## src/rtl/btn_pkg.sv

```systemverilog
// btn_pkg: repeat-FSM states, 120 MHz timing defaults and counter sizing
// shared by the button conditioner blocks.
package btn_pkg;
    typedef enum logic [1:0] {IDLE, DELAY, RPT} rptState_t;
    localparam int DEBOUNCE_120M     = 1200000;
    localparam int REPEAT_DELAY_120M = 48000000;
    localparam int REPEAT_RATE_120M  = 12000000;
    function automatic int cntWidth(input int cycles);
        return $clog2(cycles + 1);
    endfunction
endpackage

```

## src/rtl/btn_conditioner_if.sv

```systemverilog
// btn_conditioner_if: raw button pins in, conditioned level and pulse vectors out.
interface btn_conditioner_if #(parameter int N_BTN = 4);
    logic [N_BTN-1:0] iBTN, oLEVEL, oPRESS, oRELEASE, oREPEAT;
    modport master(output iBTN, input oLEVEL, oPRESS, oRELEASE, oREPEAT);
    modport slave(input iBTN, output oLEVEL, oPRESS, oRELEASE, oREPEAT);
endinterface

```

## src/rtl/btn_debounce_ch.sv

```systemverilog
// btn_debounce_ch: one button channel -- synchronizer, debounce filter,
// registered level, press/release pulses and auto-repeat FSM.
module btn_debounce_ch
    import btn_pkg::*;
#(
    parameter bit ACTIVE_LOW      = 1'b1,
    parameter int DEBOUNCE_CYCLES = DEBOUNCE_120M,
    parameter int REPEAT_DELAY    = REPEAT_DELAY_120M,
    parameter int REPEAT_RATE     = REPEAT_RATE_120M
) (
    input  logic iCLK,
    input  logic iRESET,
    input  logic iBTN,
    output logic oLEVEL,
    output logic oPRESS,
    output logic oRELEASE,
    output logic oREPEAT
);
    localparam int DW = cntWidth(DEBOUNCE_CYCLES);
    localparam int RW = cntWidth(REPEAT_DELAY > REPEAT_RATE ? REPEAT_DELAY : REPEAT_RATE);
    localparam logic [DW-1:0] DEB_LAST  = DW'(DEBOUNCE_CYCLES - 1);
    localparam logic [RW-1:0] DLY_LAST  = RW'(REPEAT_DELAY - 1);
    localparam logic [RW-1:0] RATE_LAST = RW'(REPEAT_RATE - 1);

    logic s1, s2, deb, rise, fall, rptDone;
    logic [DW-1:0] debCnt;
    logic [RW-1:0] rptCnt;
    rptState_t state;

    // deb is the filtered state; oLEVEL and the pulses are registered one stage behind it
    assign rise    = deb & ~oLEVEL;
    assign fall    = ~deb & oLEVEL;
    assign rptDone = (state == DELAY && rptCnt == DLY_LAST) || (state == RPT && rptCnt == RATE_LAST);

    // synchronizer resets to the normalized released level so reset exit never looks like a press
    always_ff @(posedge iCLK or posedge iRESET)
        if (iRESET) begin
            s1       <= 1'b0;
            s2       <= 1'b0;
            deb      <= 1'b0;
            debCnt   <= '0;
            oLEVEL   <= 1'b0;
            oPRESS   <= 1'b0;
            oRELEASE <= 1'b0;
        end else begin
            s1       <= iBTN ^ ACTIVE_LOW;
            s2       <= s1;
            debCnt   <= (s2 == deb || debCnt == DEB_LAST) ? '0 : debCnt + 1'b1;
            deb      <= (s2 != deb && debCnt == DEB_LAST) ? s2 : deb;
            oLEVEL   <= deb;
            oPRESS   <= rise;
            oRELEASE <= fall;
        end

    // release has priority over a coinciding repeat terminal count
    always_ff @(posedge iCLK or posedge iRESET)
        if (iRESET) begin
            state   <= IDLE;
            rptCnt  <= '0;
            oREPEAT <= 1'b0;
        end else begin
            oREPEAT <= rptDone & ~fall;
            if (fall) begin
                state  <= IDLE;
                rptCnt <= '0;
            end else if (rise) begin
                state  <= DELAY;
                rptCnt <= '0;
            end else if (rptDone) begin
                state  <= RPT;
                rptCnt <= '0;
            end else if (state != IDLE)
                rptCnt <= rptCnt + 1'b1;
        end
endmodule

```

## src/rtl/btn_conditioner.sv

```systemverilog
// btn_conditioner: N_BTN independent button channels feeding the game logic
// with clean, synchronous levels and one-cycle press/release/repeat pulses.
module btn_conditioner
    import btn_pkg::*;
#(
    parameter int N_BTN           = 4,
    parameter bit ACTIVE_LOW      = 1'b1,
    parameter int DEBOUNCE_CYCLES = DEBOUNCE_120M,
    parameter int REPEAT_DELAY    = REPEAT_DELAY_120M,
    parameter int REPEAT_RATE     = REPEAT_RATE_120M
) (
    input logic iCLK,
    input logic iRESET,
    btn_conditioner_if.slave bus
);
    logic [N_BTN-1:0] level, press, release_, repeat_;

    for (genvar i = 0; i < N_BTN; i++) begin : g_ch
        btn_debounce_ch #(
            .ACTIVE_LOW(ACTIVE_LOW),
            .DEBOUNCE_CYCLES(DEBOUNCE_CYCLES),
            .REPEAT_DELAY(REPEAT_DELAY),
            .REPEAT_RATE(REPEAT_RATE)
        ) u_ch (
            .iCLK(iCLK),
            .iRESET(iRESET),
            .iBTN(bus.iBTN[i]),
            .oLEVEL(level[i]),
            .oPRESS(press[i]),
            .oRELEASE(release_[i]),
            .oREPEAT(repeat_[i])
        );
    end

    assign bus.oLEVEL   = level;
    assign bus.oPRESS   = press;
    assign bus.oRELEASE = release_;
    assign bus.oREPEAT  = repeat_;
endmodule

```

## src/flat_wrapper.sv

```systemverilog
// flat-port wrapper written by rule: the top's interface ports become plain ports
module btn_conditioner_flat import btn_pkg::*;
#(
    parameter int N_BTN           = 4,
    parameter bit ACTIVE_LOW      = 1'b1,
    parameter int DEBOUNCE_CYCLES = DEBOUNCE_120M,
    parameter int REPEAT_DELAY    = REPEAT_DELAY_120M,
    parameter int REPEAT_RATE     = REPEAT_RATE_120M
)
  (iCLK, iRESET, bus_iBTN, bus_oLEVEL, bus_oPRESS, bus_oRELEASE, bus_oREPEAT);
  btn_conditioner_if #(.N_BTN(N_BTN)) bus_i ();
  input logic iCLK;
  input logic iRESET;
  input wire logic [$bits(bus_i.iBTN)-1:0] bus_iBTN;
  output wire logic [$bits(bus_i.oLEVEL)-1:0] bus_oLEVEL;
  output wire logic [$bits(bus_i.oPRESS)-1:0] bus_oPRESS;
  output wire logic [$bits(bus_i.oRELEASE)-1:0] bus_oRELEASE;
  output wire logic [$bits(bus_i.oREPEAT)-1:0] bus_oREPEAT;
  assign bus_i.iBTN = bus_iBTN;
  assign bus_oLEVEL = bus_i.oLEVEL;
  assign bus_oPRESS = bus_i.oPRESS;
  assign bus_oRELEASE = bus_i.oRELEASE;
  assign bus_oREPEAT = bus_i.oREPEAT;
  btn_conditioner #(.N_BTN(N_BTN), .ACTIVE_LOW(ACTIVE_LOW), .DEBOUNCE_CYCLES(DEBOUNCE_CYCLES), .REPEAT_DELAY(REPEAT_DELAY), .REPEAT_RATE(REPEAT_RATE)) u_core (.iCLK(iCLK), .iRESET(iRESET), .bus(bus_i));
endmodule
```

## config.mk

```make
export PLATFORM = sky130hd
export DESIGN_NAME = btn_conditioner_flat
export DESIGN_NICKNAME = d
export VERILOG_FILES = /design/src/rtl/btn_pkg.sv /design/src/rtl/btn_conditioner_if.sv /design/src/rtl/btn_debounce_ch.sv /design/src/rtl/btn_conditioner.sv /design/src/flat_wrapper.sv
export SDC_FILE = /design/constraint.sdc
export NUM_CORES = 1
export LEC_CHECK = 0
export CAP_MARGIN = 20
export CORE_AREA = 2 2 200 202
export DETAILED_ROUTE_END_ITERATION = 10
export DIE_AREA = 0 0 202 204
export HOLD_SLACK_MARGIN = 0.06
export PLACE_DENSITY_LB_ADDON = 0.08
export SKIP_LAST_GASP = 1
export SLEW_MARGIN = 30
export SYNTH_ARGS = -nofsm -noshare
export SYNTH_HDL_FRONTEND = slang
export SYNTH_SLANG_ARGS = --single-unit
```

## constraint.sdc

```tcl
create_clock -name iCLK -period 10.9 [get_ports iCLK]
set_input_delay 2.725 -clock iCLK [delete_from_list [all_inputs] [get_ports iCLK]]
set_output_delay 2.725 -clock iCLK [all_outputs]
set_load 0.01 [all_outputs]
```

# Yosys cells after proc, flatten, opt, wreduce, memory -nomap -nowiden
# Cells that the tools add are included.
# word_totals
ff_bits	224
inputBits	6
# classes
addsub	8
n_eq_ne	28
mux	32
bitwise	28
reduce_logical	32
# ops
cell	count
26-bit two-way mux	16
26-bit by 1-bit adder with 26-bit output, second input constant	4
26-bit by 24-bit == test with 1-bit output, second input constant	4
26-bit == test, second input constant	4
21-bit by 1-bit adder with 21-bit output, second input constant	4
21-bit == test, second input constant	4
21-bit two-way mux	4
2-bit two-way mux	12
1-bit NOT	16
4-bit nonzero test	4
1-bit bitwise AND	12
1-bit logical AND	12
3-bit nonzero test	4
2-bit by 1-bit == test with 1-bit output, second input constant	4
2-bit == test, second input constant	4
1-bit logical OR	8
2-bit nonzero test	4
1-bit == test	4
1-bit != test	4

# Logic depth before layout (Yosys ltp)
# depth
depth_word	6
ltp_mapped	10
depth_no_buf	8

# By module
# Synthesis repeated with hierarchy kept, for this count alone.
# unflattened
cells_unflattened	1391
area_unflattened_um2	12672.2
# by_module_without_submodules
mod	instances	cells_each	area_each_um2	seq_area_each_um2
btn_debounce_ch (u_core.g_ch[1].u_ch ...)	3	342	3106.7	1401.3
btn_debounce_ch (u_core.g_ch[0].u_ch)	1	365	3352.0	1401.3

# Worst setup path before layout
# No wires, ideal clock.
# synth_timing
path_type	register to output
start	register u_core.g_ch[0].u_ch.oLEVEL
end	output bus_oLEVEL[0]
t_arrival_ps	508
setup_slack_ps	7667
path_stages_with_launch	2
n_path_buf	1
path_cell_list	dfrtp_1 > buf_4
# synth_rtl
item	line	text
start: declaration	btn_debounce_ch.sv:14	output logic oLEVEL,
start signal: assignment	btn_debounce_ch.sv:42	oLEVEL <= 1'b0;
start signal: assignment	btn_debounce_ch.sv:50	oLEVEL <= deb;
end: declaration	flat_wrapper.sv:15	output wire logic [$bits(bus_i.oLEVEL)-1:0] bus_oLEVEL;
# No word-level cell between the ends.

# Worst setup path in the final report
# layout_timing
start	register u_core.g_ch[3].u_ch.oLEVEL
end	output bus_oLEVEL[3]
# layout_rtl
item	line
start: declaration	btn_debounce_ch.sv:14
start signal: assignment	btn_debounce_ch.sv:42
start signal: assignment	btn_debounce_ch.sv:50
# No word-level cell between the ends.

==> results.ini <==
[place]
portBuffers=21
gp_congestion=0.772
hpwlAfterDp_microns=18300

[clocking]
cts_tree=done
cts_sinks=224
clockRootBuffer=clkbuf_16
clk_latency_ns=0.56
ctsResizeCount=0
h-tree-depth=1
cts_buffer_depth=3
postCtsHoldBufs=0
clk_pin_slew_worst_paths_ns=0.06
numCtsBuffers=30
post-cts-setup-buffers=0

[worst_setup_path]
crit_path_top_delay_cell=clkdlybuf4s50_1
reg2reg_slack_ns=7.80
endpoint_kind=output pin
critical_path_buf_inv_count=1
path_cells=clkdlybuf4s50_1
crit_path_max_incr_delay_ns=0.59
cp-start-kind=flip-flop
arrival_ns=1.50
required_ns=8.18
path_delay_family=buffers and inverters
crit_type=reg2out
path_max_fanout=3

[status]
status=finished, final reports clean

[synthesis]
synthesis.area_sq_mm=0.0115
synth_top_area_share_pct=48.5
yosysSeqAreaShare_pct=48.5
synth-edff-count=0
ys_seq_elements=224
syn_avg_cell_area_sq_um=9.10
ys.warnings.count=0
synth_fp_nets=1291
async_flop_share_pct=100
yosysUniqueCellTypes=59
yosysTopAreaCell=dfrtp_1
syn-instance-count=1269
yosys-top-cells-area=dfrtp_1 49%, nor2_1 4.9%, xor2_1 4.5%
synthFlopType=dfrtp_1

[global_routing]
grt_usage_pct=14.0
met1_usage_pct=19.3
use_met2_pct=22.8
grt_max_degree=109
grt_pass1_vias=9158
antenna_found_initial=0
busiest_layer=met2
grt_use_met3_pct=2.14
grt_pass1_wl_microns=48100
overflow=0

[drt]
firstDrtPassIters=5
drt_iter0_markers=443
wire_per_inst_microns=15.4
via_per_inst=5.02
drt-total-wl_microns=28100
drcViolationCount=0
vias=9137
ant_nets=0

[die]
die_h_microns=204
core_area_sq_mm=0.0392
start_util_pct=29.5
ios=22
die_w_microns=202
num_rows=73
die_area_sq_mm=0.0412

[pwr]
combPwrFrac_pct=1.7
p_leak_nw=5.36
ir_drop_mv=0.104
p_clk_share_pct=53.3
p_seq_share_pct=45.0
switchingPower_w=0.000410
cellPowerDensity_mw_per_mm2=142
p_sw_share_pct=21.9
p_int_w=0.00146

[sta]
fmax_ghz=0.237
hold_ws_ns=0.349
min_period_ns=4.23
slew_violations=0
slew_headroom_pct=42.8
setup_tns_ns=0
setup_viol=0
fin_worst_skew_ns=0.0173
post-route-period-util_pct=38.8
worst_pin_slew_ns=0.855
hold_violations=0
rsz0062_at_grt=no

[final_layout]
area_delta_synth_final_pct=14.4
fin_nets=1294
layout-drive-gt1-share_pct=7.26
diodes=0

[min_path]
hp-class=reg2reg

[flow_run]
drv_cap=0

==> metrics by stage <==
step,utilization [%],setup slack (ns),total power (W),instances,area (sq um)
3_3_place_gp,31.1,6.12,0.000892,1765,12200
5_1_grt,33.7,6.52,0.00195,1819,13200
2_1_floorplan,-,2.04,0.000879,1269,11500
6_report,33.7,6.67,0.00187,1819,13200
3_5_place_dp,31.1,6.12,0.000892,1765,12200
4_1_cts,33.7,6.61,0.00191,1819,13200
==> registers in the layout (all words and copies together) (netlist names) <==
| signal | cells |
|---|---|
| u_core.g_ch.u_ch.debCnt | 84 |
| u_core.g_ch.u_ch.deb | 4 |
| u_core.g_ch.u_ch.oRELEASE | 4 |
| u_core.g_ch.u_ch.oLEVEL | 4 |
| u_core.g_ch.u_ch.state | 8 |
| u_core.g_ch.u_ch.rptCnt | 104 |
| u_core.g_ch.u_ch.s1 | 4 |
| u_core.g_ch.u_ch.oPRESS | 4 |
| u_core.g_ch.u_ch.s2 | 4 |
| u_core.g_ch.u_ch.oREPEAT | 4 |
==> kinds of logic after synthesis <==
| logic type | Yosys count | share of synthesized area [%] |
|---|---|---|
| simple gates | 643 | 28.6 |
| mux | 6 | 0.574 |
| fa+ha+maj | 16 | 1.73 |
| buf+inv | 99 | 3.89 |
| xor+xnor | 88 | 6.67 |
| compound gates | 193 | 9.98 |
| flops | 224 | 48.5 |
==> cell usage after synthesis (8+ instances only) <==
cell type	n
nor3_1	37
nor3b_1	8
nand4_1	52
nor2_1	150
o21ai_1	13
and2_1	8
o31ai_1	20
and4_1	14
a31oi_1	16
a21oi_1	38
nor4b_1	8
o21ai_0	76
xnor2_1	28
inv_1	42
and3_1	34
buf_4	16
clkbuf_1	37
nand3_1	103
nand2_1	136
or3_1	18
nor4_1	18
ha_1	16
dfrtp_1	224
xor2_1	60
or2_2	13
==> per-layer routing <==
metal / wire [microns] / part of all wire (%)
met1: 13800 / 49
met2: 12700 / 45
met3: 942 / 3.4
met5: 0 / 0
met4: 572 / 2.0
==> layout by cell type, fill, tap and decap left out, drive strengths merged, types with 4 or more instances in the layout <==
master / instances
nand4b: 7
or3: 18
or4: 10
clkinv: 4
buf: 7
and3: 34
nor3b: 8
dfrtp: 224
or4b: 9
a211oi: 5
o21ai: 89
and2: 8
ha: 16
nor2: 151
mux2: 5
inv: 43
clkbuf: 46
nand3: 103
xnor2: 28
nor4: 18
nor2b: 4
or3b: 4
nand4: 52
and4: 14
o211ai: 4
clkdlybuf4s50: 21
nand2: 136
a21oi: 38
nor4b: 8
xor2: 60
or2: 14
a31oi: 16
nor3: 37
o31ai: 20
==> cell type report <==
class / instances / area, sq um
Inverter: 42 / 165
Clock buffer: 46 / 912
Sequential cell: 224 / 5610
Clock inverter: 8 / 100
Multi-Input combinational cell: 946 / 5510
Fill cell: 4066 / 26000
Timing Repair Buffer: 28 / 263
Tap cell: 525 / 657
==> worst paths after layout <==
path	from	endpoint	cells past startpoint
max	u_core.g_ch[3].u_ch.oLEVEL	bus_oLEVEL[3]	1
min	u_core.g_ch[0].u_ch.s1	u_core.g_ch[0].u_ch.s2	0
max reg2reg	u_core.g_ch[0].u_ch.rptCnt[21]	u_core.g_ch[0].u_ch.rptCnt[20]	6
min reg2reg	u_core.g_ch[0].u_ch.s1	u_core.g_ch[0].u_ch.s2	0
max in group asynchronous	iRESET	u_core.g_ch[3].u_ch.debCnt[8]	3
min in group asynchronous	iRESET	u_core.g_ch[2].u_ch.rptCnt[20]	2
==> power by group through the flow <==
stage	Combinational [W]	Clock [W]	Sequential, W
after floorplan	0.0000229	0	0.000856
after global placement	0.0000345	0	0.000857
after detailed placement	0.0000346	0	0.000857
after CTS	0.0000346	0.00104	0.000842
after global routing	0.0000383	0.00107	0.000842
final	0.0000316	0.000999	0.000842
(Power assumes the default switching activity.)
